File: config.mk
export PLATFORM = sky130hd
export DESIGN_NAME = axi_demux_b_resp
export DESIGN_NICKNAME = d
export VERILOG_FILES = /design/src/rtl/axi_demux_b_resp_pkg.sv /design/src/rtl/axi_rr_arbiter.sv /design/src/rtl/axi_demux_b_resp.sv
export SDC_FILE = /design/constraint.sdc
export NUM_CORES = 1
export LEC_CHECK = 0
export ABC_CLOCK_PERIOD_IN_PS = 3500
export CAP_MARGIN = 20
export CELL_PAD_IN_SITES_DETAIL_PLACEMENT = 1
export CELL_PAD_IN_SITES_GLOBAL_PLACEMENT = 2
export CORE_MARGIN = 5
export CORE_UTILIZATION = 21
export CTS_BUF_LIST = sky130_fd_sc_hd__clkbuf_4 sky130_fd_sc_hd__clkbuf_8
export DETAILED_ROUTE_END_ITERATION = 8
export PLACE_DENSITY_LB_ADDON = 0.2
export SLEW_MARGIN = 20
export SYNTH_ARGS = -nofsm -noshare
export SYNTH_HDL_FRONTEND = slang
export SYNTH_SLANG_ARGS = --single-unit
File: constraint.sdc
create_clock -name clk_i -period 3.5 [get_ports clk_i]
set_input_delay 0.7 -clock clk_i [delete_from_list [all_inputs] [get_ports clk_i]]
set_output_delay 0.7 -clock clk_i [all_outputs]
set_load 0.02 [all_outputs]
File: src/rtl/axi_demux_b_resp_pkg.sv
// Shared definitions for the B-channel return path of the slave-side demux.
// Provides the index-width helper used to size master-port selects and the
// AXI BRESP encoding.
package axi_demux_b_resp_pkg;

  // Number of bits needed to index n items; never less than one bit.
  function automatic int unsigned idx_width(input int unsigned n);
    return (n > 32'd1) ? $clog2(n) : 32'd1;
  endfunction

  // AXI write-response encoding.
  typedef enum logic [1:0] {
    RESP_OKAY   = 2'b00,
    RESP_EXOKAY = 2'b01,
    RESP_SLVERR = 2'b10,
    RESP_DECERR = 2'b11
  } resp_t;

endpackage

File: src/rtl/axi_rr_arbiter.sv
// Round-robin arbiter over a valid vector.
// Ports:
//   clk_i, rst_ni  clock and async active-low reset
//   valid_i        per-requester valid
//   advance_i      grant was consumed this cycle; move the pointer to it
//   grant_o        index of the winning requester (0 when nothing is valid)
//   any_valid_o    at least one requester is valid
// The pointer resets to the last index so requester 0 wins first.
module axi_rr_arbiter
  import axi_demux_b_resp_pkg::*;
#(
  parameter int unsigned NoMstPorts = 4,
  parameter type select_t = logic [idx_width(NoMstPorts)-1:0]
) (
  input  logic                  clk_i,
  input  logic                  rst_ni,
  input  logic [NoMstPorts-1:0] valid_i,
  input  logic                  advance_i,
  output select_t               grant_o,
  output logic                  any_valid_o
);

  select_t rr_q, rr_d;
  select_t grant_hi_s, grant_lo_s;
  logic    hi_found_s, lo_found_s;

  // Priority search: lowest valid index above the pointer wins; otherwise the
  // lowest valid index overall (wrap-around, pointer position last). Only
  // legal indices are visited, so unused codes of a non-power-of-two count
  // are skipped.
  always_comb begin
    grant_hi_s = '0;
    grant_lo_s = '0;
    hi_found_s = 1'b0;
    lo_found_s = 1'b0;
    for (int i = int'(NoMstPorts) - 1; i >= 0; i--) begin
      if (valid_i[i]) begin
        grant_lo_s = select_t'(i);
        lo_found_s = 1'b1;
        if (select_t'(i) > rr_q) begin
          grant_hi_s = select_t'(i);
          hi_found_s = 1'b1;
        end else begin
          hi_found_s = hi_found_s;
        end
      end else begin
        lo_found_s = lo_found_s;
      end
    end
  end

  // Grant selection and pointer next state.
  always_comb begin
    grant_o     = hi_found_s ? grant_hi_s : grant_lo_s;
    any_valid_o = lo_found_s;
    if (advance_i && lo_found_s) begin
      rr_d = grant_o;
    end else begin
      rr_d = rr_q;
    end
  end

  // Round-robin pointer register.
  always_ff @(posedge clk_i or negedge rst_ni) begin
    if (!rst_ni) begin
      rr_q <= select_t'(NoMstPorts - 32'd1);
    end else begin
      rr_q <= rr_d;
    end
  end

endmodule

File: src/rtl/axi_demux_b_resp.sv
// B-channel return path of the slave-side demux. Arbitrates the master-side
// B channels round-robin into a one-entry output register driving the single
// slave-port B channel, pops the write-ID tracking array on every slave
// handshake and flags responses that do not match the tracking array.
// Ports:
//   clk_i, rst_ni                 clock and async active-low reset
//   mst_b_valid_i/ready_o/id_i/resp_i   per-master-port B channels
//   slv_b_valid_o/ready_i/id_o/resp_o   slave-port B channel
//   lookup_axi_id_o               ID LSBs of the current winner
//   lookup_sel_i, lookup_sel_occupied_i  tracking-array answer for that ID
//   pop_en_o, pop_axi_id_o        pop one in-flight entry
//   err_o                         one-cycle pulse: unexpected response accepted
module axi_demux_b_resp
  import axi_demux_b_resp_pkg::*;
#(
  parameter int unsigned NoMstPorts  = 4,
  parameter int unsigned IdWidth     = 4,
  parameter int unsigned AxiLookBits = 3,
  parameter type select_t = logic [idx_width(NoMstPorts)-1:0]
) (
  input  logic                                clk_i,
  input  logic                                rst_ni,
  input  logic [NoMstPorts-1:0]               mst_b_valid_i,
  output logic [NoMstPorts-1:0]               mst_b_ready_o,
  input  logic [NoMstPorts-1:0][IdWidth-1:0]  mst_b_id_i,
  input  logic [NoMstPorts-1:0][1:0]          mst_b_resp_i,
  output logic                                slv_b_valid_o,
  input  logic                                slv_b_ready_i,
  output logic [IdWidth-1:0]                  slv_b_id_o,
  output logic [1:0]                          slv_b_resp_o,
  output logic [AxiLookBits-1:0]              lookup_axi_id_o,
  input  select_t                             lookup_sel_i,
  input  logic                                lookup_sel_occupied_i,
  output logic                                pop_en_o,
  output logic [AxiLookBits-1:0]              pop_axi_id_o,
  output logic                                err_o
);

  logic               valid_q, valid_d;
  logic [IdWidth-1:0] id_q, id_d;
  resp_t              resp_q, resp_d;
  logic               err_q, err_d;

  logic    load_s;
  logic    any_valid_s;
  logic    accept_s;
  select_t grant_s;

  // The output register can take a new response when empty or draining.
  assign load_s   = ~valid_q | slv_b_ready_i;
  assign accept_s = load_s & any_valid_s;

  axi_rr_arbiter #(
    .NoMstPorts (NoMstPorts),
    .select_t   (select_t)
  ) i_arb (
    .clk_i       (clk_i),
    .rst_ni      (rst_ni),
    .valid_i     (mst_b_valid_i),
    .advance_i   (load_s),
    .grant_o     (grant_s),
    .any_valid_o (any_valid_s)
  );

  // Only the winner sees ready, so ready never depends on a losing valid.
  always_comb begin
    mst_b_ready_o = '0;
    if (any_valid_s) begin
      mst_b_ready_o[grant_s] = load_s;
    end else begin
      mst_b_ready_o = '0;
    end
  end

  // Tracking-array lookup for the current winner.
  always_comb begin
    if (any_valid_s) begin
      lookup_axi_id_o = mst_b_id_i[grant_s][AxiLookBits-1:0];
    end else begin
      lookup_axi_id_o = '0;
    end
  end

  // Output register next state; erroneous responses are still forwarded.
  always_comb begin
    valid_d = valid_q;
    id_d    = id_q;
    resp_d  = resp_q;
    err_d   = 1'b0;
    if (accept_s) begin
      valid_d = 1'b1;
      id_d    = mst_b_id_i[grant_s];
      resp_d  = resp_t'(mst_b_resp_i[grant_s]);
      err_d   = ~lookup_sel_occupied_i | (lookup_sel_i != grant_s);
    end else if (load_s) begin
      valid_d = 1'b0;
    end else begin
      valid_d = valid_q;
    end
  end

  // Output register and error pulse.
  always_ff @(posedge clk_i or negedge rst_ni) begin
    if (!rst_ni) begin
      valid_q <= 1'b0;
      id_q    <= '0;
      resp_q  <= RESP_OKAY;
      err_q   <= 1'b0;
    end else begin
      valid_q <= valid_d;
      id_q    <= id_d;
      resp_q  <= resp_d;
      err_q   <= err_d;
    end
  end

  assign slv_b_valid_o = valid_q;
  assign slv_b_id_o    = id_q;
  assign slv_b_resp_o  = resp_q;
  assign err_o         = err_q;

  // One pop per completed slave-port handshake.
  assign pop_en_o     = valid_q & slv_b_ready_i;
  assign pop_axi_id_o = id_q[AxiLookBits-1:0];

endmodule

; ---- Word level (Yosys, flattened, before mapping)
; Cells that the tools add are included.
[word_totals]
reg_bits = 10
wordCells = 58
out_inout_bits = 19
[classes]
muxes = 36
n_reduce_logical = 3
eq_ne = 1
bitwise_logic = 7
magnitude_cmp = 6
[op_table]
columns = op, n
row1 = $mux 2, 14
row2 = $mux 1, 16
row3 = $bmux 4 s2, 1
row4 = $mux 4, 2
row5 = $and 4x4->4, 1
row6 = $bmux 2 s2, 1
row7 = $gt 1x2->1 const A, 2
row8 = $gt 2x2->1 const A, 2
row9 = $lt 2x3->1 const B, 1
row10 = $mux 3, 1
row11 = $and 1x1->1, 2
row12 = $demux 1 s2, 1
row13 = $ge 2x1->1 const B, 1
row14 = $logic_and 1x1->1, 2
row15 = $ne 2x2->1, 1
row16 = $not 1->1, 2
row17 = $or 1x1->1, 2
row18 = $reduce_bool 2->1, 1

; ---- Logic depth before layout (Yosys ltp)
[depth]
word_depth = 16
mapped_depth = 8

; ---- Hierarchy
; A second synthesis with hierarchy kept.
[unflattened]
hier_cells = 65
hier_area_um2 = 754.5
[modules_own_cells]
columns = mod, cells_per_inst, instances, area_each_um2, seq_area_each_um2
row1 = axi_demux_b_resp, 39, 1, 543.0, 200.2
row2 = axi_rr_arbiter, 26, 1, 211.5, 52.6

; ---- Worst setup path after synthesis
; OpenSTA, ideal clock, no wires.
[synth_timing]
kind = input-to-output
from = input mst_b_valid_i[1]
to = output lookup_axi_id_o[0]
setup_slack_ns = 0.993
arrival_time_ns = 1.807
stages = 6
t_required_ns = 2.800
cell_sequence = buf_4 -> a21oi_1 -> a31o_2 -> o22ai_4 -> o21ai_2 -> a21oi_1
[synth_between]
elab_chain_cells = 7
word_cells_on_any_way = 14
[synth_rtl]
columns = item, line_no
row1 = from (decl), axi_demux_b_resp.sv:23  ; input logic [NoMstPorts-1:0] mst_b_valid_i,
row2 = $mux 2 / $mux 1 (equally long branches), axi_rr_arbiter.sv:37  ; if (valid_i[i]) begin
row3 = $mux 2 / $mux 1 (equally long branches), axi_rr_arbiter.sv:40  ; if (select_t'(i) > rr_q) begin
row4 = $mux 2 / $mux 1 (equally long branches), axi_rr_arbiter.sv:37
row5 = $mux 2, axi_rr_arbiter.sv:54  ; grant_o = hi_found_s ? grant_hi_s : grant_lo_s;
row6 = $bmux 4 s2, axi_demux_b_resp.sv:78  ; lookup_axi_id_o = mst_b_id_i[grant_s][AxiLookBits-1:0];
row7 = $mux 4, n/a
row8 = $mux 3 (*), axi_demux_b_resp.sv:77  ; if (any_valid_s) begin
row9 = to (decl), axi_demux_b_resp.sv:31  ; output logic [AxiLookBits-1:0] lookup_axi_id_o,
; Every way passes the cells marked *; elsewhere a longest branch is shown, timed or not. The select of a mux whose other input is x is not followed.

; ---- Final worst setup path
[layout_timing]
from = input mst_b_valid_i[3]
to = output mst_b_ready_o[2]
[layout_between]
elab_chain_cells = 14
word_cells_on_any_way = 30
[layout_rtl]
columns = item, line_no
row1 = $mux 2 / $mux 1 (equally long branches), axi_rr_arbiter.sv:37
row2 = $mux 2 / $mux 1 (equally long branches), axi_rr_arbiter.sv:40
row3 = $mux 2 / $mux 1 (equally long branches), axi_rr_arbiter.sv:37
row4 = $mux 2 / $mux 1 (equally long branches), axi_rr_arbiter.sv:40
row5 = $mux 2 / $mux 1 (equally long branches), axi_rr_arbiter.sv:37
row6 = $mux 2 / $mux 1 (equally long branches), axi_rr_arbiter.sv:40
row7 = $mux 2 / $mux 1 (equally long branches), axi_rr_arbiter.sv:37
row8 = $mux 2, axi_rr_arbiter.sv:54
row9 = $lt 2x3->1 (implied by the code) / $ge 2x1->1 (equally long branches), axi_demux_b_resp.sv:69  ; mst_b_ready_o[grant_s] = load_s;
row10 = $logic_and 1x1->1 (implied by the code), axi_demux_b_resp.sv:69
row11 = $mux 1 (implied by the code), axi_demux_b_resp.sv:69
row12 = $demux 1 s2, axi_demux_b_resp.sv:69
row13 = $and 4x4->4 (no line), n/a
row14 = $mux 4 (*), axi_demux_b_resp.sv:68  ; if (any_valid_s) begin
row15 = to (decl), axi_demux_b_resp.sv:24  ; output logic [NoMstPorts-1:0] mst_b_ready_o,
; Every way passes the cells marked *; elsewhere a longest branch is shown, timed or not.

==> results.toml <==
[status]
status = "finished, final reports clean"

[synth]
synth_fa_ha_area_share_pct = 0
synthFlopType = "dfrtp_1"
synth-seq-area-share_pct = 29.4
synth_top_area_share_pct = 23.3
synth_compound_area_share_pct = 34.4
netlist.top_cell.by_area = "dfrtp_1"
yosysUniqueCellTypes = 33
synth_edf_count = 0
synth_nets = 138
yosys.area_share.simple_pct = 20.1
syn_area_sq_um = 860
synth_mux_area_share_pct = 4.66
synth_warnings = 0
synth_seq_cells = 10
ys_async_sr_fraction_pct = 100
synth_top_family_by_area = "compound AO/OA/AOI/OAI gates"
synthCells = 104
synth-xor-area-share_pct = 2.04
syn_avg_cell_area_sq_um = 8.27
synth.area.top_cells = "dfrtp_1 (23%), dfstp_2 (6.1%), o21ai_0 (5.8%), mux2i_1 (4.7%), nand2_1 (4.4%)"

[timing]
post-route-min-period_ns = 3.38
slew_viol_final = 0
slew_headroom_pct = 67.2
rsz0062_at_grt = "false"
fmax_ghz = 0.296
hold_viol_final = 0
setup_viol_count_final = 0
tightest_slew_ns = 0.490
fin_crit_sh_pct = 96.6
fin_worst_skew_ns = 0.00217
setup_slack_ns = 0.121

[clock_tree]
cts_root_buffer = "clkbuf_8"
post-cts-setup-buffers = 0
clk_latency_ns = 0.24
htreeDepth = 1
cts_tree = "built"
cts.reportedPaths.clkPinSlew_ns = 0.05
cts_sinks = 10
clk_path_buf_depth = 2
cts_made_buffers = 3

[routing]
drt_pass1_iterations = 4
antenna_left = 0
route.detailed.drc = 0
vias_per_cell = 4.75
drt-total-wl_mm = 3.17
vias = 1008
wl_per_cell_microns = 14.9
drt_iter0_drc = 68

[global_routing]
use_met3_pct = 4.32
grt_pass1_wl_mm = 5.11
grt_busiest_layer = "met2"
use_met1_pct = 15.2
grt_max_degree = 13
grt_overflow = 0
grt_usage_pct = 12.2
grt_pass1_vias = 1080
met2_usage_pct = 19.7
antenna_found_initial = 0

[worst_setup_path]
critPathLaunchType = "primary input"
cp_num_buf_inv = 4
crit_path_max_incr_delay_ns = 0.61
crit_path_cell_trace = "clkdlybuf4s50_1, buf_4, a21oi_1, o211a_1, buf_4, and2_1, clkdlybuf4s50_1"
path_max_fanout = 6
critical-path-slowest-cell = "clkdlybuf4s50_1"
critical_path_class = "primary input to output pin"
endpoint_kind = "output pin"
critPathRequiredTime_ns = 2.80
cp.arrival_ns = 2.68
cp_top_family = "buffers and inverters"

[pwr]
power_switching_share_pct = 36.7
p_seq_share_pct = 25.5
pwr-share-clk_pct = 22.3
p_total_mw = 0.663
peakVddDrop_mv = 0.189
p_leak_nw = 0.631
p_int_mw = 0.420
powerDensity_nw_per_um2 = 440
p_comb_share_pct = 52.3
p_switching_mw = 0.243

[die]
core_area_sq_um = 3970
die_y_microns = 74.0
die_area_sq_um = 5470
die_x_microns = 74.0
rows = 23
initial_core_util_pct = 21.6
floorplan.io_pins = 53

[layout]
final_nets = 197
multi_input_area_sq_um = 526
fill_cells = 492
area_delta_synth_final_pct = 75.5
final-seq-area_sq_um = 253
antenna_cells = 0
final_layout_size_suffix_gt1_share_pct = 15.4

[placed_design]
gp_congestion = 0.778
place_ws_ns = -0.00545
dp_hpwl_mm = 2.61
portBuffers = 52

[worst_hold_path]
hold_path_class = "register to register"

[flow_run]
maxCapViolCount = 0
==> synthesized netlist by cell type (2+ instances only) <==
library cell  number
nand2_1           10
nor2_1            10
o21ai_0           10
dfrtp_1            8
a21oi_1            5
a22oi_1            4
a31oi_1            4
buf_4              4
mux2i_1            4
a21boi_0           3
a221oi_1           3
and2_1             3
and3_1             3
buf_6              3
nand2b_1           3
o21ai_2            3
o22ai_1            3
buf_2              2
dfstp_2            2
nor2b_1            2
o21bai_1           2
xor2_1             2
==> per-stage QoR <==
stage / hold WS (ns) / instance area (sq um) / utilization [%] / TNS (ns) / cells
6_report: 0.526 / 1510 / 38.0 / 0 / 212
5_1_grt: 0.550 / 1510 / 38.0 / 0 / 212
4_1_cts: 0.528 / 1510 / 37.9 / 0 / 212
3_5_place_dp: 0.520 / 1460 / 36.6 / -0.00965 / 208
3_3_place_gp: 0.516 / 1460 / 36.6 / 0 / 208
2_1_floorplan: 0.404 / 860 / - / 0 / 104
==> power groups by stage <==
stage	combinational, mW	sequential [mW]	clock, mW
2_1_floorplan	0.185	0.186	0
3_3_place_gp	0.357	0.170	0
3_5_place_dp	0.359	0.171	0
4_1_cts	0.353	0.169	0.151
5_1_grt	0.378	0.173	0.156
6_report	0.347	0.169	0.148
==> metal layers <==
metal  vias to the layer above  routed length [microns]
met3                         2                      270
met5                         -                        0
met2                        34                     1510
li1                        493                        -
met1                       479                     1370
met4                         0                       19
==> cell type report <==
type | count | area share [%]
inverter | 1 | 0.249
timing repair buffer | 64 | 40.4
multi-input combinational | 83 | 34.8
tap | 50 | 4.15
sequential | 10 | 16.7
clock buffer | 4 | 3.65
==> cell families (layout without fill, tap and decap cells) <==
group / after synthesis / count (layout)
mux: 4 / 4
compound gates: 42 / 42
simple gates: 35 / 35
xor+xnor: 2 / 2
flops: 10 / 10
buf+inv: 11 / 69
==> path summary, 6_finish.rpt <==
check                                     startpoint                     endpoint  slack [ns]  cells after the start
max                                 mst_b_valid_i[3]             mst_b_ready_o[2]        0.12                      7
min in group asynchronous                     rst_ni    slv_b_id_o[1]$_DFFE_PN0P_        0.79                      1
min reg2reg                i_arb.rr_q[0]$_DFFE_PN1P_    i_arb.rr_q[0]$_DFFE_PN1P_        0.53                      2
max reg2reg                i_arb.rr_q[1]$_DFFE_PN1P_  slv_b_resp_o[0]$_DFFE_PN0P_        1.65                      6
max in group asynchronous                     rst_ni    i_arb.rr_q[1]$_DFFE_PN1P_        2.35                      1
min                        i_arb.rr_q[0]$_DFFE_PN1P_    i_arb.rr_q[0]$_DFFE_PN1P_        0.53                      2
==> sequential cells by signal (all words and copies together), names as in the netlist <==
register       flops
err_o              1
slv_b_valid_o      1
slv_b_resp_o       2
slv_b_id_o         4
i_arb.rr_q         2
==> cell usage in the layout, fill, tap and decap left out, types with 2 or more instances in the layout <==
| cell type | count |
|---|---|
| a21boi_0 | 3 |
| a21oi_1 | 5 |
| a221oi_1 | 3 |
| a22oi_1 | 4 |
| a31oi_1 | 4 |
| and2_1 | 3 |
| and3_1 | 3 |
| buf_4 | 12 |
| clkbuf_8 | 4 |
| clkdlybuf4s50_1 | 48 |
| dfrtp_1 | 8 |
| dfstp_2 | 2 |
| dlygate4sd2_1 | 3 |
| mux2i_1 | 4 |
| nand2_1 | 10 |
| nand2b_1 | 3 |
| nor2_1 | 10 |
| nor2b_1 | 2 |
| o21ai_0 | 10 |
| o21ai_2 | 3 |
| o21bai_1 | 2 |
| o22ai_1 | 3 |
| xor2_1 | 2 |
==> tightest hold or removal path, stage by stage (launching register included) <==
cell and delay, ns:
dfstp_2 0.40, nand2_1 0.06, o21ai_0 0.06
==> what timing repair did <==
item / in CTS / in global routing
endpoints found under the setup margin: 3 / 1
hold endpoints to repair: 0 / 0
hold buffers: 0 / 0
resized for setup: 3 / 1
Power figures use the tool's default switching activity.
